**config.mk**
```make
export PLATFORM = sky130hd
export DESIGN_NAME = grs_reset_sequencer
export DESIGN_NICKNAME = d
export VERILOG_FILES = /design/src/rtl/grs_reset_sequencer.sv
export SDC_FILE = /design/constraint.sdc
export NUM_CORES = 1
export LEC_CHECK = 0
export BUFFER_PORTS_ARGS = -buffer_cell sky130_fd_sc_hd__buf_4
export CORE_MARGIN = 5
export CORE_UTILIZATION = 30
export CTS_CLUSTER_DIAMETER = 50
export CTS_CLUSTER_SIZE = 12
export DETAILED_ROUTE_END_ITERATION = 10
export GPL_TIMING_DRIVEN = 0
export SLEW_MARGIN = 0
export SYNTH_ARGS = -nofsm -noshare
export SYNTH_HDL_FRONTEND = slang
export SYNTH_SLANG_ARGS = --single-unit
```
**constraint.sdc**
```tcl
create_clock -name clk -period 3.45 [get_ports clk]
set_clock_uncertainty 0.1 [all_clocks]
set_input_delay 0.1725 -clock clk [delete_from_list [all_inputs] [get_ports clk]]
set_output_delay 0.1725 -clock clk [all_outputs]
set_load 0.01 [all_outputs]
```
**src/rtl/grs_reset_sequencer.sv**
```systemverilog
// Global reset sequencer: waits for stable PLL lock, holds GRS_N low,
// then releases GRS_N followed by staged domain resets in order.
module grs_reset_sequencer #(
    parameter int unsigned SYNC_STAGES = 2,
    parameter int unsigned LOCK_FILTER = 16,
    parameter int unsigned HOLD_CYCLES = 256,
    parameter int unsigned NUM_STAGES  = 3,
    parameter int unsigned STAGE_GAP   = 8
) (
    input  logic                  clk,
    input  logic                  rstn,
    input  logic                  pll_lock,
    input  logic                  soft_rst_req,
    output logic                  grs_n,
    output logic [NUM_STAGES-1:0] sys_rstn,
    output logic                  rst_done,
    output logic [1:0]            rst_cause
);

    localparam int unsigned MAX_LH  = (LOCK_FILTER > HOLD_CYCLES) ? LOCK_FILTER : HOLD_CYCLES;
    localparam int unsigned CNT_MAX = (MAX_LH > STAGE_GAP) ? MAX_LH : STAGE_GAP;
    localparam int unsigned CNT_W   = $clog2(CNT_MAX + 1);
    localparam int unsigned IDX_W   = (NUM_STAGES > 1) ? $clog2(NUM_STAGES) : 1;

    localparam logic [1:0] CAUSE_POR  = 2'b00;
    localparam logic [1:0] CAUSE_LOCK = 2'b01;
    localparam logic [1:0] CAUSE_SOFT = 2'b10;

    typedef enum logic [1:0] {
        ST_WAIT_LOCK = 2'd0,
        ST_HOLD      = 2'd1,
        ST_STAGE     = 2'd2,
        ST_RUN       = 2'd3
    } state_e;

    logic [SYNC_STAGES-1:0] rst_sync_q;
    logic [SYNC_STAGES-1:0] lock_sync_q;
    logic                   rst_int_n;
    logic                   lock_s;
    logic                   abort;

    state_e                 state_q;
    logic [CNT_W-1:0]       cnt_q;
    logic [CNT_W-1:0]       cnt_inc;
    logic [IDX_W-1:0]       idx_q;
    logic                   grs_n_q;
    logic [NUM_STAGES-1:0]  sys_rstn_q;
    logic                   rst_done_q;
    logic [1:0]             rst_cause_q;

    // Internal reset: asserted asynchronously, released after SYNC_STAGES edges
    always_ff @(posedge clk or negedge rstn) begin
        if (!rstn) begin
            rst_sync_q <= '0;
        end else begin
            rst_sync_q <= {rst_sync_q[SYNC_STAGES-2:0], 1'b1};
        end
    end

    // PLL lock synchronizer into the clk domain
    always_ff @(posedge clk or negedge rstn) begin
        if (!rstn) begin
            lock_sync_q <= '0;
        end else begin
            lock_sync_q <= {lock_sync_q[SYNC_STAGES-2:0], pll_lock};
        end
    end

    assign rst_int_n = rst_sync_q[SYNC_STAGES-1];
    assign lock_s    = lock_sync_q[SYNC_STAGES-1];
    assign cnt_inc   = (cnt_q == CNT_W'(CNT_MAX)) ? cnt_q : cnt_q + CNT_W'(1);
    // Lock loss only matters once the filter has accepted lock
    assign abort     = soft_rst_req || (!lock_s && (state_q != ST_WAIT_LOCK));

    // Sequencer FSM with registered reset outputs
    always_ff @(posedge clk or negedge rstn) begin
        if (!rstn) begin
            state_q     <= ST_WAIT_LOCK;
            cnt_q       <= '0;
            idx_q       <= '0;
            grs_n_q     <= 1'b0;
            sys_rstn_q  <= '0;
            rst_done_q  <= 1'b0;
            rst_cause_q <= CAUSE_POR;
        end else if (!rst_int_n) begin
            state_q     <= ST_WAIT_LOCK;
            cnt_q       <= '0;
            idx_q       <= '0;
            grs_n_q     <= 1'b0;
            sys_rstn_q  <= '0;
            rst_done_q  <= 1'b0;
            rst_cause_q <= CAUSE_POR;
        end else if (abort) begin
            state_q     <= ST_WAIT_LOCK;
            cnt_q       <= '0;
            idx_q       <= '0;
            grs_n_q     <= 1'b0;
            sys_rstn_q  <= '0;
            rst_done_q  <= 1'b0;
            rst_cause_q <= soft_rst_req ? CAUSE_SOFT : CAUSE_LOCK;
        end else begin
            case (state_q)
                ST_WAIT_LOCK: begin
                    if (!lock_s) begin
                        cnt_q <= '0;
                    end else if (cnt_q == CNT_W'(LOCK_FILTER - 1)) begin
                        cnt_q   <= '0;
                        state_q <= ST_HOLD;
                    end else begin
                        cnt_q <= cnt_inc;
                    end
                end
                ST_HOLD: begin
                    if (cnt_q == CNT_W'(HOLD_CYCLES - 1)) begin
                        cnt_q   <= '0;
                        idx_q   <= '0;
                        grs_n_q <= 1'b1;
                        state_q <= ST_STAGE;
                    end else begin
                        cnt_q <= cnt_inc;
                    end
                end
                ST_STAGE: begin
                    if (cnt_q == CNT_W'(STAGE_GAP - 1)) begin
                        cnt_q             <= '0;
                        sys_rstn_q[idx_q] <= 1'b1;
                        if (idx_q == IDX_W'(NUM_STAGES - 1)) begin
                            rst_done_q <= 1'b1;
                            state_q    <= ST_RUN;
                        end else begin
                            idx_q <= idx_q + IDX_W'(1);
                        end
                    end else begin
                        cnt_q <= cnt_inc;
                    end
                end
                ST_RUN: begin
                end
                default: begin
                    state_q <= ST_WAIT_LOCK;
                end
            endcase
        end
    end

    assign grs_n     = grs_n_q;
    assign sys_rstn  = sys_rstn_q;
    assign rst_done  = rst_done_q;
    assign rst_cause = rst_cause_q;

endmodule

```
==> flow_summary.toml <==
[outcome]
status = "complete, no violations"

[power_and_ir_drop]
p_per_area_mw_per_mm2 = 406
netSwitchingFraction = 0.238
comb_power_share = 0.132
seqPwrFrac = 0.475
p_clk_frac = 0.393
p_int_mw = 0.478
irDropWorstVdd_v = 0.000217
switching_power_mw = 0.149
total_power_mw = 0.627
p_leak_nw = 0.658

[cts]
cts_root_buf = "clkbuf_8"
cts_tree = "done"
clockBufferDepth = 2
cts-buffers-inserted = 3
cts.sinks = 24
clk_pin_slew_ns = 0.09
ctsHtreeMaxLevel = 1
post_cts_buffers = 0
clk_latency_ns = 0.27

[worst_setup_path]
start_kind = "flop"
required_ns = 3.53
critPathCaptureType = "flop"
path_cells = "ha_1, nand3_1, or3_1, nor2_1, ha_1, inv_1, a21oi_1, a221oi_2, nor2_1, a221oi_1"
critPathSlowestCell = "a221oi_2"
max_stage_delay_ns = 0.67
critPathBufInv = 1
cp_max_fo = 10
crit_arrival_ns = 2.84
critPathKind = "reg -> reg"
critPathTopFamily = "compound AO/OA/AOI/OAI gates"

[sta]
rsz0062_at_grt = "false"
hold_slack_ns = 0.0233
period_minus_slack_ns = 2.76
setup_viol_count_final = 0
relSlewSlack = 0.507
fin_ws_ns = 0.687
fin_crit_sh = 0.801
worstMarginPinSlew_ns = 0.735
fin_tns_setup_ns = 0
max_freq_ghz = 0.362
drv_slew = 0
finalHoldViolations = 0

[detailed_routing]
wl_um = 2470
drc = 0
dr.first_iter.drc_count = 52
wl_per_cell_um = 11.9
drt-vias-per-instance = 4.80
num_vias = 999
firstDrtPassIters = 4
drtAntennaViolNets = 0

[synth]
yosysWarnings = 0
yosysSeqAreaShare = 0.458
ys_ff_latch = 24
mappedNetlistArea_mm2 = 0.00131
synth_edf_count = 0
synthesis.nets = 153
synth_flop_cell = "dfrtp_1"
async_flop_share = 1.00
avgSynthCellArea_um2 = 9.38
ys_types = 37
syn_inst = 140

[die]
start_util = 0.306
fp.dieH_um = 76.1
dieArea_mm2 = 0.00580
num_rows = 24
pin_count = 11
core_mm2 = 0.00429
die_w_um = 76.1

[grt]
grt_use_total = 0.0917
globalRouteOverflowTotal = 0
grt_pass1_vias = 997
grt_pass1_wl_um = 4560
grt_max_degree = 25
grt_antenna_before_repair = 0

[finish]
syn_to_final_growth_pct = 17.6
drive_gt1_frac = 0.154
diodes = 0
nNetsFinal = 170
post-route-util = 0.360

[hold_path]
hold_path_class = "in -> reg"

[run]
drv_cap = 0

[placement]
post-dp-hpwl_um = 1830
place_congestion = 0.817
place_ws_ns = 0.691
portBuffers = 10
[power by group through the flow]
stage	clock network [mW]	registers (mW)	logic, mW
2_1_floorplan	0	0.302	0.0584
3_3_place_gp	0	0.303	0.0821
3_5_place_dp	0	0.303	0.0824
4_1_cts	0.257	0.298	0.0845
5_1_grt	0.267	0.299	0.0961
6_report	0.247	0.298	0.0827
[per-stage QoR]
stage	cells	area, µm²
after detailed placement	202	1450
after global placement	202	1450
after floorplan	140	1310
final	208	1540
after CTS	208	1540
after global routing	208	1540
[cells in the final DEF (no fill, tap or decap), drive strengths merged, types with 2 or more instances in the layout]
cell	instances
ha	9
or3	2
a21o	2
a221oi	2
nor2b	3
o21a	2
nand3	3
nor2	12
or4	2
nand4	3
dfrtp	24
a22o	4
inv	18
buf	12
dlygate4sd3	2
nor3	6
clkbuf	5
a31o	2
o21ai	6
nand2	11
a21oi	12
a31oi	2
[sequential cells by signal, indices dropped and copies added (netlist names)]
name and flops:
grs_n 1, sys_rstn 3, lock_sync_q 2, rst_sync_q 2, state_q 2, rst_cause 2
idx_q 2, rst_done 1, cnt_q 9
[worst register-to-register path: cells and delay by family, from the launching register on]
| kind | cells | cell delay [ns] |
|---|---|---|
| AOI/OAI and AO/OA | 3 | 1.03 |
| and+or+nand+nor | 4 | 0.54 |
| adders and majority gates | 2 | 0.48 |
| DFF | 1 | 0.45 |
| buffers and inverters | 1 | 0.08 |
[path summary, 6_finish.rpt]
check | slack (ns) | cells after the start | to | from
worst max register to register | 0.69 | 10 | cnt_q[8] | cnt_q[0]
worst min register to register | 0.25 | 0 | lock_sync_q[1] | lock_sync_q[0]
min in group asynchronous | 0.23 | 2 | grs_n | rstn
worst min-delay path | 0.02 | 2 | rst_cause[1] | soft_rst_req
worst max-delay path | 0.69 | 10 | cnt_q[8] | cnt_q[0]
max in group asynchronous | 2.78 | 2 | cnt_q[3] | rstn
[synth_stat cells, types with 2 or more instances]
cell / n / area share
a31o_2: 2 / 0.013
nor2_1: 12 / 0.034
a21o_1: 2 / 0.011
dfrtp_1: 24 / 0.46
or3_1: 2 / 0.0095
nand2_1: 10 / 0.029
a22o_1: 3 / 0.020
a21oi_1: 12 / 0.046
inv_1: 18 / 0.051
clkbuf_1: 2 / 0.0057
nor2b_1: 3 / 0.014
a31oi_1: 2 / 0.0095
nand3_1: 3 / 0.011
o21ai_0: 5 / 0.019
ha_1: 9 / 0.086
nand4_1: 3 / 0.014
buf_2: 2 / 0.0076
nor3_1: 6 / 0.023
o21a_1: 2 / 0.011
[area by class of cell]
type,count,area (µm²)
fill,444,2750
buffer,4,17.5
sequential,24,601
multi-input combinational,94,627
tap,52,65.1
clock inverter,1,30.0
inverter,18,67.6
timing repair buffer,12,95.1
clock buffer,3,41.3
[kinds of logic (layout without fill, tap and decap cells)]
family	Yosys count	after routing	share of synthesized area
simple gates	46	46	0.177
compound gates	36	36	0.197
flops	24	24	0.458
buf+inv	22	38	0.0648
fa+ha+maj	9	9	0.0858
other cells	1	1	0.00286
xor+xnor	1	1	0.00667
mux	1	1	0.00763
[routing by layer]
layer	global-route usage	wire [µm]
met5	0	0
met4	0.0105	7
met3	0.0296	92
met2	0.150	1130
met1	0.122	1240
[what timing repair did]
action	4_1_cts	5_1_grt
endpoints found under the setup margin	0	0
endpoints found under the hold margin	25	0
resized for setup	0	0
hold buffers	2	0
Note: power is estimated with default switching activity, not from simulation.
